File: src/rtl/lsu_pkg.sv
// Shared definitions for the load/store initiator: funct3 codes, FSM states
// and the access-size byte mask helper.
package lsu_pkg;

  localparam logic [2:0] LB  = 3'b000;
  localparam logic [2:0] LH  = 3'b001;
  localparam logic [2:0] LW  = 3'b010;
  localparam logic [2:0] LBU = 3'b100;
  localparam logic [2:0] LHU = 3'b101;
  localparam logic [2:0] SB  = 3'b000;
  localparam logic [2:0] SH  = 3'b001;
  localparam logic [2:0] SW  = 3'b010;

  typedef enum logic [2:0] {
    ST_IDLE,
    ST_REQ1,
    ST_WAIT1,
    ST_REQ2,
    ST_WAIT2,
    ST_RESP
  } lsu_state_e;

  // funct3[1:0] encodes log2 of the access size for every legal opcode
  function automatic logic [3:0] size_mask(input logic [1:0] size_log2);
    case (size_log2)
      2'b00:   return 4'b0001;
      2'b01:   return 4'b0011;
      default: return 4'b1111;
    endcase
  endfunction

endpackage

File: src/rtl/lsu_mem_initiator_if.sv
// Execute-side request/response and memory-side bus of the load/store initiator.
interface lsu_mem_initiator_if #(
  parameter int ADDR_WIDTH = 32,
  parameter int DATA_WIDTH = 32
);
  logic                  req_valid;
  logic                  req_ready;
  logic                  req_we;
  logic [2:0]            req_funct3;
  logic [ADDR_WIDTH-1:0] req_addr;
  logic [DATA_WIDTH-1:0] req_wdata;
  logic                  rsp_valid;
  logic [DATA_WIDTH-1:0] rsp_rdata;
  logic                  rsp_err;
  logic                  mem_req;
  logic                  mem_gnt;
  logic                  mem_we;
  logic [ADDR_WIDTH-1:0] mem_addr;
  logic [3:0]            mem_be;
  logic [DATA_WIDTH-1:0] mem_wdata;
  logic                  mem_rvalid;
  logic [DATA_WIDTH-1:0] mem_rdata;

  modport master (
    input  req_valid, req_we, req_funct3, req_addr, req_wdata,
    input  mem_gnt, mem_rvalid, mem_rdata,
    output req_ready, rsp_valid, rsp_rdata, rsp_err,
    output mem_req, mem_we, mem_addr, mem_be, mem_wdata
  );

  modport slave (
    output req_valid, req_we, req_funct3, req_addr, req_wdata,
    output mem_gnt, mem_rvalid, mem_rdata,
    input  req_ready, rsp_valid, rsp_rdata, rsp_err,
    input  mem_req, mem_we, mem_addr, mem_be, mem_wdata
  );
endinterface

File: src/rtl/lsu_lane_align.sv
// Byte-lane steering: rotates store data into lanes and combines, shifts and
// extends load data from one or two memory words.
module lsu_lane_align
  import lsu_pkg::*;
(
  input  logic [1:0]  offset,
  input  logic [2:0]  funct3,
  input  logic [31:0] wdata,
  output logic [31:0] wdata_rot,
  input  logic [31:0] rdata1,
  input  logic [31:0] rdata2,
  output logic [31:0] rdata_ext
);
  logic [4:0]  sh;
  logic [31:0] comb;

  always_comb begin
    sh        = {offset, 3'b000};
    wdata_rot = (wdata << sh) | (wdata >> (6'd32 - {1'b0, sh}));
    comb      = 32'({rdata2, rdata1} >> sh);
    case (funct3)
      LB:      rdata_ext = {{24{comb[7]}}, comb[7:0]};
      LH:      rdata_ext = {{16{comb[15]}}, comb[15:0]};
      LBU:     rdata_ext = {24'h000000, comb[7:0]};
      LHU:     rdata_ext = {16'h0000, comb[15:0]};
      default: rdata_ext = comb;
    endcase
  end
endmodule

File: src/rtl/lsu_mem_initiator.sv
// Load/store initiator: decodes one request, issues word-aligned memory traffic
// and returns one response. Define LSU_MISALIGN_SPLIT_EN to split crossing accesses.
module lsu_mem_initiator
  import lsu_pkg::*;
#(
  parameter int ADDR_WIDTH   = 32,
  parameter int DATA_WIDTH   = 32,
  parameter int MAX_RSP_WAIT = 15
) (
  input logic                 clk,
  input logic                 rst_n,
  lsu_mem_initiator_if.master bus
);
  localparam int CW = (MAX_RSP_WAIT > 1) ? $clog2(MAX_RSP_WAIT) : 1;

  if (DATA_WIDTH != 32) begin : g_width_check
    $error("lsu_mem_initiator: DATA_WIDTH must be 32");
  end

  lsu_state_e            state, state_nx;
  logic [2:0]            f3;
  logic [1:0]            off;
  logic                  legal, dec_err, timeout;
  logic                  we_q, err_q;
  logic [2:0]            f3_q;
  logic [1:0]            off_q;
  logic [ADDR_WIDTH-1:0] addr_q;
  logic [DATA_WIDTH-1:0] wdata_q, rdata1_q, rdata2_in, wdata_rot, rdata_ext;
  logic [3:0]            be1_q;
  logic [CW-1:0]         cnt_q;

  assign f3  = bus.req_funct3;
  assign off = bus.req_addr[1:0];

  always_comb begin
    if (bus.req_we) legal = (f3 == SB) || (f3 == SH) || (f3 == SW);
    else            legal = (f3 == LB) || (f3 == LH) || (f3 == LW) || (f3 == LBU) || (f3 == LHU);
  end

`ifdef LSU_MISALIGN_SPLIT_EN
  logic [7:0]            raw_be;
  logic                  cross, split_q;
  logic [3:0]            be2_q;
  logic [DATA_WIDTH-1:0] rdata2_q;
  assign raw_be    = {4'b0000, size_mask(f3[1:0])} << off;
  assign cross     = |raw_be[7:4];
  assign dec_err   = !legal;
  assign rdata2_in = rdata2_q;
`else
  logic [3:0] raw_be;
  logic       misal;
  assign raw_be    = size_mask(f3[1:0]) << off;
  assign misal     = ((f3[1:0] == 2'b01) && off[0]) || ((f3[1:0] == 2'b10) && (off != 2'b00));
  assign dec_err   = !legal || misal;
  assign rdata2_in = '0;
`endif

  assign timeout = (cnt_q == CW'(MAX_RSP_WAIT - 1));

  always_ff @(posedge clk or negedge rst_n) begin
    if (!rst_n) state <= ST_IDLE;
    else        state <= state_nx;
  end

  always_comb begin
    state_nx = state;
    case (state)
      ST_IDLE:  if (bus.req_valid) state_nx = dec_err ? ST_RESP : ST_REQ1;
      ST_REQ1:  if (bus.mem_gnt) state_nx = ST_WAIT1;
`ifdef LSU_MISALIGN_SPLIT_EN
      ST_WAIT1: if (bus.mem_rvalid) state_nx = split_q ? ST_REQ2 : ST_RESP;
                else if (timeout)   state_nx = ST_RESP;
      ST_REQ2:  if (bus.mem_gnt) state_nx = ST_WAIT2;
      ST_WAIT2: if (bus.mem_rvalid || timeout) state_nx = ST_RESP;
`else
      ST_WAIT1: if (bus.mem_rvalid || timeout) state_nx = ST_RESP;
`endif
      ST_RESP:  state_nx = ST_IDLE;
      default:  state_nx = ST_IDLE;
    endcase
  end

  always_ff @(posedge clk or negedge rst_n) begin
    if (!rst_n) begin
      we_q     <= 1'b0;
      err_q    <= 1'b0;
      f3_q     <= '0;
      off_q    <= '0;
      addr_q   <= '0;
      wdata_q  <= '0;
      rdata1_q <= '0;
      be1_q    <= '0;
      cnt_q    <= '0;
`ifdef LSU_MISALIGN_SPLIT_EN
      split_q  <= 1'b0;
      be2_q    <= '0;
      rdata2_q <= '0;
`endif
    end else begin
      case (state)
        ST_IDLE: if (bus.req_valid) begin
          we_q     <= bus.req_we;
          err_q    <= dec_err;
          f3_q     <= f3;
          off_q    <= off;
          addr_q   <= {bus.req_addr[ADDR_WIDTH-1:2], 2'b00};
          wdata_q  <= bus.req_wdata;
          rdata1_q <= '0;
          be1_q    <= raw_be[3:0];
`ifdef LSU_MISALIGN_SPLIT_EN
          split_q  <= cross;
          be2_q    <= raw_be[7:4];
          rdata2_q <= '0;
`endif
        end
        ST_REQ1, ST_REQ2: if (bus.mem_gnt) cnt_q <= '0;
        ST_WAIT1: begin
          if (bus.mem_rvalid) rdata1_q <= bus.mem_rdata;
          else if (timeout)   err_q    <= 1'b1;
          else                cnt_q    <= cnt_q + 1'b1;
        end
`ifdef LSU_MISALIGN_SPLIT_EN
        ST_WAIT2: begin
          if (bus.mem_rvalid) rdata2_q <= bus.mem_rdata;
          else if (timeout)   err_q    <= 1'b1;
          else                cnt_q    <= cnt_q + 1'b1;
        end
`endif
        default: ;
      endcase
    end
  end

  lsu_lane_align u_align (
    .offset    (off_q),
    .funct3    (f3_q),
    .wdata     (wdata_q),
    .wdata_rot (wdata_rot),
    .rdata1    (rdata1_q),
    .rdata2    (rdata2_in),
    .rdata_ext (rdata_ext)
  );

  always_comb begin
    bus.req_ready = (state == ST_IDLE);
    bus.mem_req   = 1'b0;
    bus.mem_we    = 1'b0;
    bus.mem_addr  = '0;
    bus.mem_be    = '0;
    bus.mem_wdata = '0;
    bus.rsp_valid = 1'b0;
    bus.rsp_err   = 1'b0;
    bus.rsp_rdata = '0;
    case (state)
      ST_REQ1: begin
        bus.mem_req   = 1'b1;
        bus.mem_we    = we_q;
        bus.mem_addr  = addr_q;
        bus.mem_be    = be1_q;
        bus.mem_wdata = wdata_rot;
      end
`ifdef LSU_MISALIGN_SPLIT_EN
      ST_REQ2: begin
        bus.mem_req   = 1'b1;
        bus.mem_we    = we_q;
        bus.mem_addr  = addr_q + ADDR_WIDTH'(4);
        bus.mem_be    = be2_q;
        bus.mem_wdata = wdata_rot;
      end
`endif
      ST_RESP: begin
        bus.rsp_valid = 1'b1;
        bus.rsp_err   = err_q;
        bus.rsp_rdata = (err_q || we_q) ? '0 : rdata_ext;
      end
      default: ;
    endcase
  end
endmodule

File: src/flat_wrapper.sv
// flat-port wrapper written by rule: the top's interface ports become plain ports
module lsu_mem_initiator_flat import lsu_pkg::*;
#(
  parameter int ADDR_WIDTH   = 32,
  parameter int DATA_WIDTH   = 32,
  parameter int MAX_RSP_WAIT = 15
)
  (clk, rst_n, bus_req_valid, bus_req_we, bus_req_funct3, bus_req_addr, bus_req_wdata, bus_mem_gnt, bus_mem_rvalid, bus_mem_rdata, bus_req_ready, bus_rsp_valid, bus_rsp_rdata, bus_rsp_err, bus_mem_req, bus_mem_we, bus_mem_addr, bus_mem_be, bus_mem_wdata);
  lsu_mem_initiator_if #(.ADDR_WIDTH(ADDR_WIDTH), .DATA_WIDTH(DATA_WIDTH)) bus_i ();
  input logic clk;
  input logic rst_n;
  input wire logic [$bits(bus_i.req_valid)-1:0] bus_req_valid;
  input wire logic [$bits(bus_i.req_we)-1:0] bus_req_we;
  input wire logic [$bits(bus_i.req_funct3)-1:0] bus_req_funct3;
  input wire logic [$bits(bus_i.req_addr)-1:0] bus_req_addr;
  input wire logic [$bits(bus_i.req_wdata)-1:0] bus_req_wdata;
  input wire logic [$bits(bus_i.mem_gnt)-1:0] bus_mem_gnt;
  input wire logic [$bits(bus_i.mem_rvalid)-1:0] bus_mem_rvalid;
  input wire logic [$bits(bus_i.mem_rdata)-1:0] bus_mem_rdata;
  output wire logic [$bits(bus_i.req_ready)-1:0] bus_req_ready;
  output wire logic [$bits(bus_i.rsp_valid)-1:0] bus_rsp_valid;
  output wire logic [$bits(bus_i.rsp_rdata)-1:0] bus_rsp_rdata;
  output wire logic [$bits(bus_i.rsp_err)-1:0] bus_rsp_err;
  output wire logic [$bits(bus_i.mem_req)-1:0] bus_mem_req;
  output wire logic [$bits(bus_i.mem_we)-1:0] bus_mem_we;
  output wire logic [$bits(bus_i.mem_addr)-1:0] bus_mem_addr;
  output wire logic [$bits(bus_i.mem_be)-1:0] bus_mem_be;
  output wire logic [$bits(bus_i.mem_wdata)-1:0] bus_mem_wdata;
  assign bus_i.req_valid = bus_req_valid;
  assign bus_i.req_we = bus_req_we;
  assign bus_i.req_funct3 = bus_req_funct3;
  assign bus_i.req_addr = bus_req_addr;
  assign bus_i.req_wdata = bus_req_wdata;
  assign bus_i.mem_gnt = bus_mem_gnt;
  assign bus_i.mem_rvalid = bus_mem_rvalid;
  assign bus_i.mem_rdata = bus_mem_rdata;
  assign bus_req_ready = bus_i.req_ready;
  assign bus_rsp_valid = bus_i.rsp_valid;
  assign bus_rsp_rdata = bus_i.rsp_rdata;
  assign bus_rsp_err = bus_i.rsp_err;
  assign bus_mem_req = bus_i.mem_req;
  assign bus_mem_we = bus_i.mem_we;
  assign bus_mem_addr = bus_i.mem_addr;
  assign bus_mem_be = bus_i.mem_be;
  assign bus_mem_wdata = bus_i.mem_wdata;
  lsu_mem_initiator #(.ADDR_WIDTH(ADDR_WIDTH), .DATA_WIDTH(DATA_WIDTH), .MAX_RSP_WAIT(MAX_RSP_WAIT)) u_core (.clk(clk), .rst_n(rst_n), .bus(bus_i));
endmodule
File: config.mk
export PLATFORM = sky130hd
export DESIGN_NAME = lsu_mem_initiator_flat
export DESIGN_NICKNAME = d
export VERILOG_FILES = /design/src/rtl/lsu_pkg.sv /design/src/rtl/lsu_mem_initiator_if.sv /design/src/rtl/lsu_lane_align.sv /design/src/rtl/lsu_mem_initiator.sv /design/src/flat_wrapper.sv
export SDC_FILE = /design/constraint.sdc
export NUM_CORES = 1
export LEC_CHECK = 0
export BUFFER_PORTS_ARGS = -buffer_cell sky130_fd_sc_hd__buf_2
export CORE_UTILIZATION = 53
export DETAILED_ROUTE_END_ITERATION = 8
export MAX_ROUTING_LAYER = met4
export PLACE_DENSITY = 0.81
export RECOVER_POWER = 50
export SYNTH_ARGS = -nofsm -noshare
export SYNTH_HDL_FRONTEND = slang
export SYNTH_HIERARCHICAL = 1
export SYNTH_SLANG_ARGS = --single-unit
File: constraint.sdc
create_clock -name clk -period 2.84 [get_ports clk]
set_clock_uncertainty 0.05 [all_clocks]
set_input_delay 0 -clock clk [delete_from_list [all_inputs] [get_ports clk]]
set_output_delay 0 -clock clk [all_outputs]
set_load 0.01 [all_outputs]
==> results.md <==
* Post-Syn Area at 7370 sq um
* RSZ-0062 raised after global routing: false
* Core Footprint at 13400 sq um
* Clock transition at path regs at 80 ps
* ANT nets after route at 0
* LEAKAGE at 0.00502 uW
* TritonCTS clock tree: done
* Worst setup EP type: register
* 1st-iter DRT viols at 793
* Share of Yosys cell area claimed by the top area cell type at 38.0%
* First-pass GRT wire length at 36.7 mm
* Synth cell types at 50
* Status: complete, but fails checks
* Initial antenna violation count at 2
* Leading area contributor after synthesis: dfrtp_1
* Post-layout min period at 2670 ps
* Post-synth ARST share at 100%
* Share of post-route cells with drive strength above 1 at 25.6%
* Number of synthesized flops with an enable pin at 0
* Rows at 42
* Crit path DAT at 2860 ps
* FF+latch area at 2810 sq um
* Max-slew violations at 34
* # fillers at 990
* HPWL after DPL at 13.9 mm
* Clock buffer depth at 2
* Placed Cells at 1231
* Yosys reg bits at 112
* Crit path cell chain: or4b_2, buf_4, nand2_1, o31ai_1, dlygate4sd3_1
* GR Util met2 at 52.3%
* H-tree Lvls at 3
* Slowest-stage cell, CP: or4b_2
* Sequential-to-total area share from yosys stat at 38.0%
* M3 GR Usage at 5.61%
* Pwr dens at 1030 nW/um^2
* Main combinational cell family by area after synthesis: simple AND/OR/NAND/NOR gates
* DR pass1 iterations at 5
* P&R area growth vs syn at 34.9%
* Pin count of the biggest net entering global routing at 77
* Worst VDD drop at 746 uV
* Die Span X at 120 um
* Multi-input logic area at 4260 sq um
* GR Overflow Total at 0
* CP max FO at 76
* CTS sink count at 112
* Busiest grt layer: met2
* Compound-cell area share of the yosys netlist at 12.6%
* Wire per inst at 17.4 um
* Setup tns final at 0 ps
* Port Buffers at 207
* Routed vias at 7607
* Ys Warns at 6
* Family with the most delay on the worst path: buffers and inverters
* All-Layer GR Usage at 34.0%
* Post-Layout Cell Count at 1352
* Total wire length at 23.5 mm
* Post-CTS setup repair buffer count at 0
* # IOs at 210
* Ranking of synthesized cells by area: dfrtp_1 38%, nand2_1 12%, mux4_2 10%, and2_1 8.7%, o21ai_0 3.4%
* R2r setup slk at 170 ps
* Die ar. at 14400 sq um
* Critical Path RT at 3030 ps
* Fmax at 375 MHz
* Max_slew headroom at -32.6%
* Final Cycle Share at 93.9%
* TritonCTS Buffers at 9
* Setup-failing EPs final at 0
* XOR/XNOR share of the synthesized area at 0%
* Die Ht at 120 um
* MaxCap Viol Count at 1
* Min-Delay Path Class: input pin to register
* Crit start category: register
* Syn_area_per_cell at 8.64 sq um
* Initial Util at 55.0%
* Synth Area in Simple Gates at 28.0%
* # DRC at 0
* Buf+Inv Stages, Crit Path at 2
* Final Hold Viols at 0
* RD Place Congestion at 0.979
* Critical path class: register to register
* Syn Inst Count at 854
* Vias in the first global route at 7169
* Grt met1 use at 44.8%
* Largest stage delay on the critical path at 700 ps
* Clk root buf: clkbuf_16
* Vias per cell at 5.63
* Post-synthesis mux area share at 14.1%
* Failing checks: max-capacitance violations, max-slew violations
* Worst-skew pair later-pin latency at 360 ps
* Nets@finish at 1277
* Post-synthesis adder-cell area fraction at 0.509%
* Worst-Margin Slew at 1990 ps
* Primary FF master, synth: dfrtp_1
-- cell families (layout without fill, tap and decap cells) --
| logic type | Yosys count | in the layout |
|---|---|---|
| compound gates | 145 | 145 |
| buf+inv | 111 | 381 |
| simple gates | 424 | 424 |
| flops | 112 | 112 |
| fa+ha+maj | 3 | 3 |
| other cells | 1 | 53 |
| mux | 58 | 58 |
-- worst min-delay path: cells and delay by family --
kind	cells	cell delay (ps)
AOI/OAI and AO/OA	1	210
buffers and inverters	1	110
and+or+nand+nor	2	210
-- cell usage in the layout, fill, tap and decap left out, drive strengths merged, types with 13 or more instances in the layout --
master       netlist  layout
conb               1      51
mux4              34      34
o21ai             61      61
nand4             32      32
mux2              13      13
dlygate4sd3        0     103
and2             102     102
buf               31     220
a21oi             25      25
clkbuf            44      16
nor2              15      15
nand2            235     235
inv               36      39
dfrtp            112     112
-- metal layers --
layer  wire length [um]  vias up
met1               9550     3592
met2              11100      440
met3               1940       78
met5                  0        -
li1                   -     3497
met4                930        0
-- Yosys cell counts (10+ instances only) --
master and number:
nor2_1 15, o21ai_1 10, buf_2 17, a21oi_1 25
mux2i_1 10, mux2_2 13, a221oi_1 10, and2_1 102
dfrtp_1 112, nand4_1 32, clkbuf_1 44, nand2_1 235
o21ai_0 50, mux4_2 33, inv_1 35
-- power breakdown --
group	switching [uW]	internal, uW
registers	886	2310
clock network	643	707
logic	3160	2560
-- final cells by class --
| cell class | instances | share of cell area, % |
|---|---|---|
| tap | 176 | 2.21 |
| clock inverter | 6 | 0.830 |
| sequential | 112 | 28.2 |
| timing repair buffer | 329 | 22.3 |
| inverter | 36 | 1.36 |
| antenna | 2 | 0.0503 |
| multi-input combinational | 681 | 42.8 |
| clock buffer | 10 | 2.30 |
-- worst paths after layout --
path | to | startpoint | cells after the start
setup / recovery | u_core/be1_q[0]$_DFFE_PN0P_ | u_core/state[0]$_DFFE_PN0P_ | 5
hold / removal | u_core/state[0]$_DFFE_PN0P_ | bus_req_valid | 4
setup reg to reg | u_core/be1_q[0]$_DFFE_PN0P_ | u_core/state[0]$_DFFE_PN0P_ | 5
hold reg to reg | u_core/addr_q[3]$_DFFE_PN0P_ | u_core/addr_q[3]$_DFFE_PN0P_ | 2
max in group asynchronous | u_core/off_q[0]$_DFFE_PN0P_ | rst_n | 3
min in group asynchronous | u_core/addr_q[12]$_DFFE_PN0P_ | rst_n | 2
-- state kept, by name, summed over array words and instances (netlist names) --
name             count
u_core/wdata_q      32
u_core/rdata1_q     32
u_core/f3_q          3
u_core/off_q         2
u_core/be1_q         4
u_core/we_q          1
u_core/cnt_q         4
u_core/addr_q       30
u_core/err_q         1
u_core/state         3
-- metrics by stage --
step	util [%]	cell area (sq um)	total power, uW	hold WS, ps	setup slack (ps)
finish	74.3	9950	10300	157	175
global placement	64.3	8620	8450	-72.9	561
floorplan	-	7560	7080	-346	404
global route	74.3	9950	10900	198	31.5
detailed placement	64.3	8620	8570	-65.7	504
CTS	74.4	9960	10100	85.8	114
-- timing repair --
action	4_1_cts	5_1_grt
endpoints found under the setup margin	0	15
gates resized for setup	0	3
endpoints found under the hold margin	193	0
hold buffers	103	0
Note: power is estimated with default switching activity, not from simulation.
